`src/rtl/paddle_input.sv`:
```
// Conditions push-buttons or a quadrature encoder into per-frame left/right
// movement requests for the paddle controller.
module paddle_input #(
    parameter int DEBOUNCE_CYCLES = 25175,
    parameter int CNT_WIDTH       = 15,
    parameter int ACC_LIMIT       = 15,
    parameter int STEP            = 2
) (
    input  logic clk,
    input  logic rst,
    input  logic frame_pulse,
    input  logic mode,
    input  logic btn_left_raw,
    input  logic btn_right_raw,
    input  logic enc_a,
    input  logic enc_b,
    output logic button_left,
    output logic button_right
);

    localparam logic [CNT_WIDTH-1:0] CNT_MAX = CNT_WIDTH'(DEBOUNCE_CYCLES - 1);
    localparam logic signed [6:0]    LIM     = 7'(ACC_LIMIT);
    localparam logic signed [6:0]    STP     = 7'(STEP);

    // Bit order: {A, B, right, left}
    logic [3:0] sync1_d, sync1_q, sync2_q;
    logic [1:0] db;

    assign sync1_d = {enc_a, enc_b, btn_right_raw, btn_left_raw};

    always_ff @(posedge clk or posedge rst) begin
        if (rst) begin
            sync1_q <= '0;
            sync2_q <= '0;
        end else begin
            sync1_q <= sync1_d;
            sync2_q <= sync1_q;
        end
    end

    genvar gi;
    generate
        for (gi = 0; gi < 2; gi++) begin : g_debounce
            logic [CNT_WIDTH-1:0] cnt_q, cnt_d;
            logic                 deb_q, deb_d;

            always_comb begin
                cnt_d = cnt_q + 1'b1;
                deb_d = deb_q;
                if (sync2_q[gi] == deb_q) begin
                    cnt_d = '0;
                end else if (cnt_q == CNT_MAX) begin
                    deb_d = sync2_q[gi];
                    cnt_d = '0;
                end
            end

            always_ff @(posedge clk or posedge rst) begin
                if (rst) begin
                    cnt_q <= '0;
                    deb_q <= 1'b0;
                end else begin
                    cnt_q <= cnt_d;
                    deb_q <= deb_d;
                end
            end

            assign db[gi] = deb_q;
        end
    endgenerate

    logic [1:0]        ab, prev_ab_q;
    logic signed [6:0] delta;
    logic signed [4:0] acc_q, acc_d;
    logic signed [6:0] acc_wide, adj, sum;
    logic              left_q, left_d, right_q, right_d;

    assign ab = sync2_q[3:2];

    // Gray sequence 00->01->11->10->00 counts up; double-bit jumps are ignored
    always_comb begin
        case ({prev_ab_q, ab})
            4'b0001, 4'b0111, 4'b1110, 4'b1000: delta = 7'sd1;
            4'b0100, 4'b1101, 4'b1011, 4'b0010: delta = -7'sd1;
            default:                            delta = 7'sd0;
        endcase
    end

    always_comb begin
        acc_wide = {{2{acc_q[4]}}, acc_q};
        adj      = 7'sd0;
        left_d   = left_q;
        right_d  = right_q;
        if (frame_pulse) begin
            left_d  = 1'b0;
            right_d = 1'b0;
            if (!mode) begin
                left_d  = db[0] & ~db[1];
                right_d = db[1] & ~db[0];
            end else if (acc_wide >= STP) begin
                right_d = 1'b1;
                adj     = -STP;
            end else if (acc_wide <= -STP) begin
                left_d = 1'b1;
                adj    = STP;
            end
        end
        // The frame decision sees the old acc, but this cycle's delta is still folded in
        sum = acc_wide + delta + adj;
        if (sum > LIM) begin
            sum = LIM;
        end else if (sum < -LIM) begin
            sum = -LIM;
        end
        acc_d = mode ? sum[4:0] : 5'sd0;
    end

    always_ff @(posedge clk or posedge rst) begin
        if (rst) begin
            prev_ab_q <= 2'b00;
            acc_q     <= '0;
            left_q    <= 1'b0;
            right_q   <= 1'b0;
        end else begin
            prev_ab_q <= ab;
            acc_q     <= acc_d;
            left_q    <= left_d;
            right_q   <= right_d;
        end
    end

    assign button_left  = left_q;
    assign button_right = right_q;

endmodule

```
`config.mk`:
```
export PLATFORM = sky130hd
export DESIGN_NAME = paddle_input
export DESIGN_NICKNAME = d
export VERILOG_FILES = /design/src/rtl/paddle_input.sv
export SDC_FILE = /design/constraint.sdc
export NUM_CORES = 1
export LEC_CHECK = 0
export BUFFER_PORTS_ARGS = -buffer_cell sky130_fd_sc_hd__clkbuf_2
export CAP_MARGIN = 10
export CORE_UTILIZATION = 40
export CTS_CLUSTER_SIZE = 28
export DETAILED_ROUTE_END_ITERATION = 10
export PLACE_DENSITY = 0.57
export SYNTH_ARGS = -nofsm -noshare
export SYNTH_HDL_FRONTEND = slang
export SYNTH_SLANG_ARGS = --single-unit
export TNS_END_PERCENT = 100
```
`constraint.sdc`:
```
create_clock -name clk -period 6.1 [get_ports clk]
set_input_delay 0 -clock clk [delete_from_list [all_inputs] [get_ports clk]]
set_output_delay 0 -clock clk [all_outputs]
set_load 0.02 [all_outputs]
```
After elaboration in Yosys (flattened, before gate mapping):

Memory sizes are Yosys's and may differ from the RTL's.
Cells that the tools add are included.

* add/sub/neg operators: 4
* magnitude comparators: 4
* equal/unequal tests: 4
* mux-type cells: 16
* bitwise logic cells: 6
* reductions and logical operators: 2

Operators by type and width (count)
* two-way mux 15 bit: 4
* adder 15 x 1 -> 15 bit, second input constant: 2
* == test 15 bit, second input constant: 2
* two-way mux 7 bit: 3
* two-way mux 5 bit: 3
* adder 5 x 7 -> 7 bit: 1
* adder 7 bit: 1
* > comparator 7 x 5 -> 1 bit, second input constant: 1
* less-than comparator 7 x 5 -> 1 bit, second input constant: 1
* >= comparator 5 x 3 -> 1 bit, second input constant: 1
* less-or-equal comparator 5 x 2 -> 1 bit, second input constant: 1
* two-way mux 1 bit: 5
* inverter 1 bit: 4
* AND reduction 2 bit: 2
* AND 1 bit: 2
* == test 1 bit: 2
* two-way mux 2 bit: 1

* bits in registers: 49
* ROM bits: 112
* bits of input ports: 8
* output and inout port bits: 2
* word-level logic and storage cells: 47
* memories kept: 1

Memories
* (no name shown): depth 16, bits a word 7, read ports 1, clocked after memory_dff 0, write ports 0, line 82 `case ({prev_ab_q, ab})`

Longest topological paths before layout:

Gate-level depths: netlist (run 1).

* depth after elaboration: 10
* gate-level depth with buffers: 13
* depth with buffers taken out: 12

Worst setup path after synthesis (run 1):

OpenSTA, ideal clock, no wires.

* kind: register to register
* start: register sync2_q[2]
* end: register acc_q[1]
* setup time: 0.126 ns
* arrival time: 3.181 ns
* data required time: 5.974 ns
* path slack: 2.793 ns
* cell stages (with the launch flop): 12
* buffers on the path: 0
* period minus slack after synthesis: 3.307 ns
* path through: dfrtp_1 -> inv_1 -> ha_1 -> mux4_2 -> fa_1 -> ha_1 -> fa_1 -> a211oi_1 -> or3b_2 -> o211ai_2 -> a31oi_1 -> nor3_1

* cells in the longest elaborated chain, start to end: 7
* elaborated cells between the ends (all ways): 8
* those cells by class: add/sub: 2; order compare: 2; mux: 3; memory: 1

RTL lines
* start: declaration: line 26 `logic [3:0] sync1_d, sync1_q, sync2_q;`
* start signal: assignment: line 37 `sync2_q <= sync1_q;`
* memory (16 x 7 bit) (*)
* adder 5 x 7 -> 7 bit (*): line 109 `sum = acc_wide + delta + adj;`
* adder 7 bit (*): line 109
* less-than comparator 7 x 5 -> 1 bit: line 112 `end else if (sum < -LIM) begin`
* two-way mux 5 bit: line 112
* two-way mux 5 bit (*): line 110 `if (sum > LIM) begin`
* two-way mux 5 bit (*): line 115 `acc_d = mode ? sum[4:0] : 5'sd0;`
* via acc_d[1]: line 74 `logic signed [4:0] acc_q, acc_d;`
* end signal: assignment: line 121 `acc_q <= '0;`
* end signal: assignment: line 126 `acc_q <= acc_d;`
* end: declaration: line 74

The timed path passes the listed nets; every way through them passes the cells marked *.
A chain may end at the register's enable or synchronous reset.

Worst setup path after layout (run 1):

* start: register sync2_q[2]
* end: register acc_q[0]

Same word-level chain as after synthesis.

==> results of run 1 <==
layout by cell type (no fill, tap or decap), types with 9 or more instances in the layout:
cell type	synthesis	layout
clkbuf_2	0	9
dfrtp_1	49	49
ha_1	14	14
inv_1	17	16
nand2_1	16	16
nand3_1	10	10
nand4_1	14	14
nor2_1	43	43
xnor2_1	14	14
xor2_1	19	19
metrics by stage:
stage / total power [mW] / cell area [sq um] / utilization
finish: 1.005 / 2989 / 0.4602
global route: 1.083 / 2989 / 0.4602
CTS: 1.011 / 2989 / 0.4602
detailed placement: 0.8249 / 2845 / 0.4381
global placement: 0.8220 / 2845 / 0.4381
floorplan: 0.7398 / 2754 / -
worst reg2reg max path, delay by kind of cell, from the launching register on:
kind                       cells  cell delay, ps
AOI/OAI and AO/OA              4             980
xor gates and xnor gates       1             180
adders and majority gates      4            1400
buffers and inverters          1              80
DFF                            1             390
muxes                          1             510
per-layer routing:
layer	vias up	GRT usage	wire length, um
met5	-	0	0
met4	0	0.04931	59
met3	6	0.03502	111
met2	19	0.2324	2124
met1	935	0.2096	2568
li1	974	-	-
worst paths after layout:
path	start	to	slack, ps	cells after the start
max in group asynchronous	rst	acc_q[0]	5010	3
min in group asynchronous	rst	g_debounce[1].cnt_q[10]	480	3
worst max register to register	sync2_q[2]	acc_q[0]	2440	11
worst min-delay path	mode	acc_q[3]	50	3
worst max-delay path	sync2_q[2]	acc_q[0]	2440	11
worst min register to register	sync1_q[0]	sync2_q[0]	370	0
logic make-up (layout without fill, tap and decap cells):
family,count (synthesis),after routing,synth area share
XOR/XNOR,33,33,0.1050
flip-flops,49,49,0.4453
multiplexers,3,3,0.01772
AND/OR/NAND/NOR,116,116,0.2163
AO/OA/AOI/OAI,29,29,0.07452
buffers and inverters,25,40,0.04134
adder cells (fa/ha/maj),19,19,0.09996
power breakdown:
part / total (mW) / internal [mW] / switching [mW]
combinational: 0.454 / 0.181 / 0.272
clock: 0.180 / 0.0812 / 0.0989
sequential: 0.371 / 0.349 / 0.0217
layout make-up:
cell class | instances | area (sq um)
Clock buffer | 7 | 76.32
Sequential cell | 49 | 1226
Tap cell | 77 | 96.34
Clock inverter | 1 | 7.507
Inverter | 17 | 63.81
Timing Repair Buffer | 15 | 105.1
Fill cell | 627 | 3506
Multi-Input combinational cell | 200 | 1414
state kept, by name, summed over array words and instances, names as in the netlist:
name and cells:
button_left 1, g_debounce.deb_q 2, acc_q 5, sync1_q 4
button_right 1, g_debounce.cnt_q 30, sync2_q 4, prev_ab_q 2
==> results.tsv, run 1 <==
stage	metric	value	unit
run_status	outcome	finished, violations left	
run_status	violations	design-rule violations	
floorplan	die_x	84.98	um
synth	synth_most_common_cell	dfrtp_1	
route	first_pass_iters	7	
placement	numPortBuffers	9	
worst_setup_path	cp_cell_sequence	inv_1, ha_1, mux4_2, fa_1, ha_1, fa_1, a211oi_1, xnor2_1, a31oi_1, o31ai_1, a21oi_1	
cells_and_area	fin_nets	315	
route	vias	1934	
power	peakVddDrop	0.1385	mV
power	powerDensity	336.1	nW/um^2
timing	fin_ws	2436	ps
floorplan	die_h	84.98	um
cts	cts.sinks	49	
grt	grt_pass1_vias	1920	
worst_setup_path	timing.critical_path.fanout_max	4	
synth	synth_edf_count	0	
cts	root_buffer	clkbuf_8	
timing	tns	0	ps
cts	cts_buffer_depth	2	
cts	htree_num_levels	2	
timing	hold_viol_final	0	
timing	fmax	0.2729	GHz
cells_and_area	n_antenna_cell	0	
grt	antenna_found_initial	0	
cts	clk_pin_slew	80	ps
route	drtAntennaViolNets	0	
floorplan	dieArea	7221	sq um
synth	yosys_most_used_dff	dfrtp_1	
route	vias_per_cell	5.284	
synth	ys_top_cells_by_count	dfrtp_1 (49), nor2_1 (43), xor2_1 (19)	
route	wl_per_cell	13.29	um
route	drc_errors	2	
cts	cts_setup_buffers	0	
timing	fin_crit_sh	0.6007	
synth	ys_warn_count	0	
timing	fin_skew	6.988	ps
timing	rsz0062_at_grt	false	
timing	setup_violations	0	
grt	overflow	0	
power	p_leak	1.330	nW
job	drv_cap	0	
synth	syn_area	2754	sq um
route	drt_iter0_drc	116	
synth	synth_seq_cells	49	
cells_and_area	area_growth	8.542	%
worst_setup_path	worstSetupPathType	reg -> reg	
synth	synthTopCellsByArea	dfrtp_1 (45%), ha_1 (6.4%), xor2_1 (6.0%)	
synth	synth_top_area_share	0.4453	
synth	synth_cell_types	52	
worst_hold_path	holdCritPathClass	in -> reg	
worst_setup_path	setup.worst_path.start_class	flop	
grt	grt_max_degree	50	
timing	holdWs	51.31	ps
worst_setup_path	worstPathArrival	3840	ps
worst_setup_path	cp.required	6270	ps
worst_setup_path	slowest_delay	530	ps
worst_setup_path	cp_top_family	adder cells	
synth	avgSynthCellArea	10.05	sq um
worst_setup_path	crit_path_end_kind	flop	
cts	cts.repair.resized	0	
worst_setup_path	slowest_stage	a211oi_1	
timing	slew_viol_final	0	
cts	insertion_delay	290	ps
grt	grt_pass1_wl	8700	um
placement	pre_cts_slack	2486	ps
timing	tightest_slew	982.2	ps
cells_and_area	stdcell_count	366	
floorplan	io_pins	10	
floorplan	core-area	6495	sq um
synth	yosysSeqAreaShare	0.4453	
cells_and_area	drive_gt1_frac	0.09343	
timing	relSlewSlack	0.3442	
placement	gp_congestion	0.7834	
placement	hpwl	3537	um
synth	syn_nets	301	
route	drt-total-wl	4863	um
cts	tritoncts	built	
cts	hold_buffers	6	
floorplan	fp-row-count	29	
grt	grtUsageTotal	0.1506	
floorplan	initial_core_util	0.4240	
synth	synthCells	274	
placement	place_inst	352	
synth	async_reset_ff_frac	1.000	
timing	period_needed	3664	ps
cts	cts_buffers	5	
synth	yosysTopAreaCell	dfrtp_1	
worst_setup_path	critPathBufInv	1	
Power figures use the tool's default switching activity.
==> run 2: changes to the inputs <==
- PLACE_DENSITY: 0.57 -> 0.59
- clock period: 6.1 -> 2.95 ns (I/O delays scaled with it)
==> run 2 against run 1 <==
- sequential share of layout area shrank 4.0 points
- worst setup slack got worse by 2900 ps
- sequential power grew 100%
- critical path depth stayed put
- the flow finishes with violations (negative setup slack)
- via count increased by 6.5%
- count of clock-buffer cells in the layout shrank 1
==> results.tsv, run 2 (synthesis results as in run 1) <==
stage	metric	value	unit	change
cts	htree_num_levels	2		unchanged
worst_setup_path	cp.required	3130	ps	-3140 ps
grt	grt_use_met2	0.2544		+0.02199
grt	gr-usage-met1	0.2219		+0.01224
timing	tightest_slew	989.5	ps	+7.258 ps
cells_and_area	largestRegisters	g_debounce.cnt_q: 30 flops, acc_q: 5 flops		
grt	grt_max_degree	50		unchanged
timing	relSlewSlack	0.3403		-0.003884
worst_setup_path	critPathBufInv	1		unchanged
route	vias_per_cell	5.163		-2.3%
cts	root_buffer	clkbuf_8		
cells_and_area	fin_nets	348		+10%
power	clockPowerShare	0.160		-0.019
cts	cts_buffers	5		unchanged
power	peakVddDrop	0.3429	mV	+150%
worst_setup_path	r2r_slack	-500	ps	-2930 ps
worst_setup_path	crit_path_end_kind	flop		
route	drtAntennaViolNets	0		unchanged
timing	fin_skew	3.539	ps	-3.449 ps
worst_setup_path	slowest_stage	fa_1		
placement	hpwl	3860	um	+9.1%
timing	period_needed	3448	ps	-216.5 ps
cells_and_area	drive_gt1_frac	0.2422		+0.1488
cts	cts_buffer_depth	2		unchanged
timing	hold_viol_final	0		unchanged
cells_and_area	n_antenna_cell	0		unchanged
timing	fin_ws	-497.8	ps	-2934 ps
power	seq_power_share	0.298		-0.071
route	wl_per_cell	13.07	um	-1.6%
grt	grt_pass1_wl	9183	um	+5.6%
power	intPower	1.591	mW	+160%
timing	fin_crit_sh	1.169		+0.5681
worst_setup_path	cp_cell_sequence	inv_2, ha_2, mux4_2, fa_1, ha_2, fa_2, or3_4, o2111ai_2, o211ai_2, a31oi_1, nor3_1		
power	p_switching	944.4	uW	+140%
timing	setup_violations	5		+5
cts	clk_pin_slew	80	ps	about the same
placement	gp_congestion	0.8138		+3.9%
power	powerDensity	765.5	nW/um^2	+130%
job	drv_cap	0		unchanged
power	combPwrFrac	0.542		+0.091
route	vias	2060		+6.5%
timing	slew_viol_final	0		unchanged
worst_setup_path	reg2regPathDepth	11		unchanged
floorplan	initial_core_util	0.4240		unchanged
route	first_pass_iters	7		unchanged
worst_setup_path	slowest_delay	540	ps	about the same
grt	overflow	0		unchanged
grt	use_met3	0.03210		-0.002918
run_status	outcome	finished, violations left		
cts	tritoncts	built		
floorplan	die_h	84.98	um	unchanged
cells_and_area	final_util	0.5099		+0.04970
floorplan	dieArea	7221	sq um	unchanged
cts	insertion_delay	290	ps	about the same
timing	rsz0062_at_grt	true		
route	drt-total-wl	5216	um	+7.3%
cells_and_area	regMostFlops	g_debounce.cnt_q		
floorplan	die_x	84.98	um	unchanged
cells_and_area	area_growth	20.26	%	
grt	grtUsageTotal	0.1598		+0.009226
floorplan	core-area	6495	sq um	unchanged
power	finalPower	2.535	mW	+150%
cells_and_area	final_common_cell	dfrtp_1		
grt	busiest_layer	met2		
worst_setup_path	cp_common_cell	ha_2		
floorplan	fp-row-count	29		unchanged
worst_setup_path	cp_top_family	adder cells		
worst_hold_path	hold_depth	3		unchanged
worst_setup_path	worstSetupPathType	reg -> reg		
grt	antenna_found_initial	0		unchanged
grt	grt_pass1_vias	2056		+7.1%
route	drt_iter0_drc	86		-26%
worst_setup_path	worstPathArrival	3620	ps	-220 ps
placement	numPortBuffers	9		unchanged
worst_setup_path	timing.critical_path.fanout_max	4		unchanged
worst_hold_path	holdCritPathClass	in -> reg		
timing	fmax	0.2900	GHz	+6.3%
cells_and_area	final_cell_mix	dfrtp_1 (49), nor2_1 (42), buf_4 (34), xor2_1 (18), nand2_1 (16)		
worst_setup_path	setup.worst_path.start_class	flop		
power	switching_share	0.3725		-0.01845
cells_and_area	largest_register_ffs	30		unchanged
cts	cts.sinks	49		unchanged
run_status	violations	negative setup slack		
power	p_leak	1.506	nW	+13%
floorplan	io_pins	10		unchanged
route	drc_errors	0		-2
worst_setup_path	worst-path-stages	11		unchanged
## run 2: cell types whose count changed in the layout (fill, tap and decap cells not counted), sizes merged
| cell | before | now |
|---|---|---|
| buf | 0 | 34 |
| clkinv | 0 | 2 |
| clkbuf | 16 | 15 |
| clkinvlp | 1 | 0 |
| dlygate4sd3 | 6 | 5 |
## run 2: power by group through the flow
stage / logic [mW] / clock network [mW] / registers [mW]
after CTS: 1.33 / 0.422 / 0.757
after global placement: 1.29 / 0 / 0.769
final: 1.37 / 0.405 / 0.756
after detailed placement: 1.29 / 0 / 0.770
after global routing: 1.51 / 0.451 / 0.763
after floorplan: 0.810 / 0 / 0.774
## run 2: area by class of cell
class	count	area [sq um]
Sequential cell	49	1226
Inverter	17	63.81
Clock inverter	2	13.76
Clock buffer	6	82.58
Tap cell	77	96.34
Multi-Input combinational cell	200	1479
Fill cell	588	3183
Timing Repair Buffer	48	350.3
## run 2: path summary, 6_finish.rpt
check,start,end
max,sync2_q[2],acc_q[2]
min,frame_pulse,button_left
max reg2reg,sync2_q[2],acc_q[2]
min reg2reg,sync1_q[0],sync2_q[0]
max in group asynchronous,rst,g_debounce[0].cnt_q[0]
min in group asynchronous,rst,g_debounce[1].cnt_q[10]
## run 2: repair_timing
| item | 4_1_cts | 5_1_grt |
|---|---|---|
| pin swaps | 2 | 6 |
| hold buffers | 5 | 0 |
| gates resized for setup | 3 | 4 |
| setup buffers | 1 | 2 |
| setup endpoints to repair | 5 | 5 |
| endpoints found under the hold margin | 53 | 0 |
## run 2: tightest hold or removal path, delay by kind of cell
kind	cells	cell delay [ps]
buffers and inverters	2	220
AOI/OAI and AO/OA	1	50
## run 2: layer usage
layer / share of wire / vias to the layer above
met5: 0 / -
met4: 0.0065 / 0
met3: 0.030 / 2
met2: 0.44 / 35
met1: 0.52 / 985
li1: - / 1038
## run 2: stage by stage
step | setup slack (ps) | instance area [sq um] | TNS [ps] | std cells | hold slack, ps
2_1_floorplan | -273.8 | 2788 | -945.8 | 274 | 31.43
3_3_place_gp | -374.9 | 3112 | -1367 | 383 | 110.6
3_5_place_dp | -522.4 | 3112 | -1878 | 383 | 109.6
4_1_cts | -501.4 | 3281 | -1860 | 397 | 0.4859
5_1_grt | -620.9 | 3312 | -2682 | 399 | 26.43
6_report | -497.8 | 3312 | -1942 | 399 | 11.77
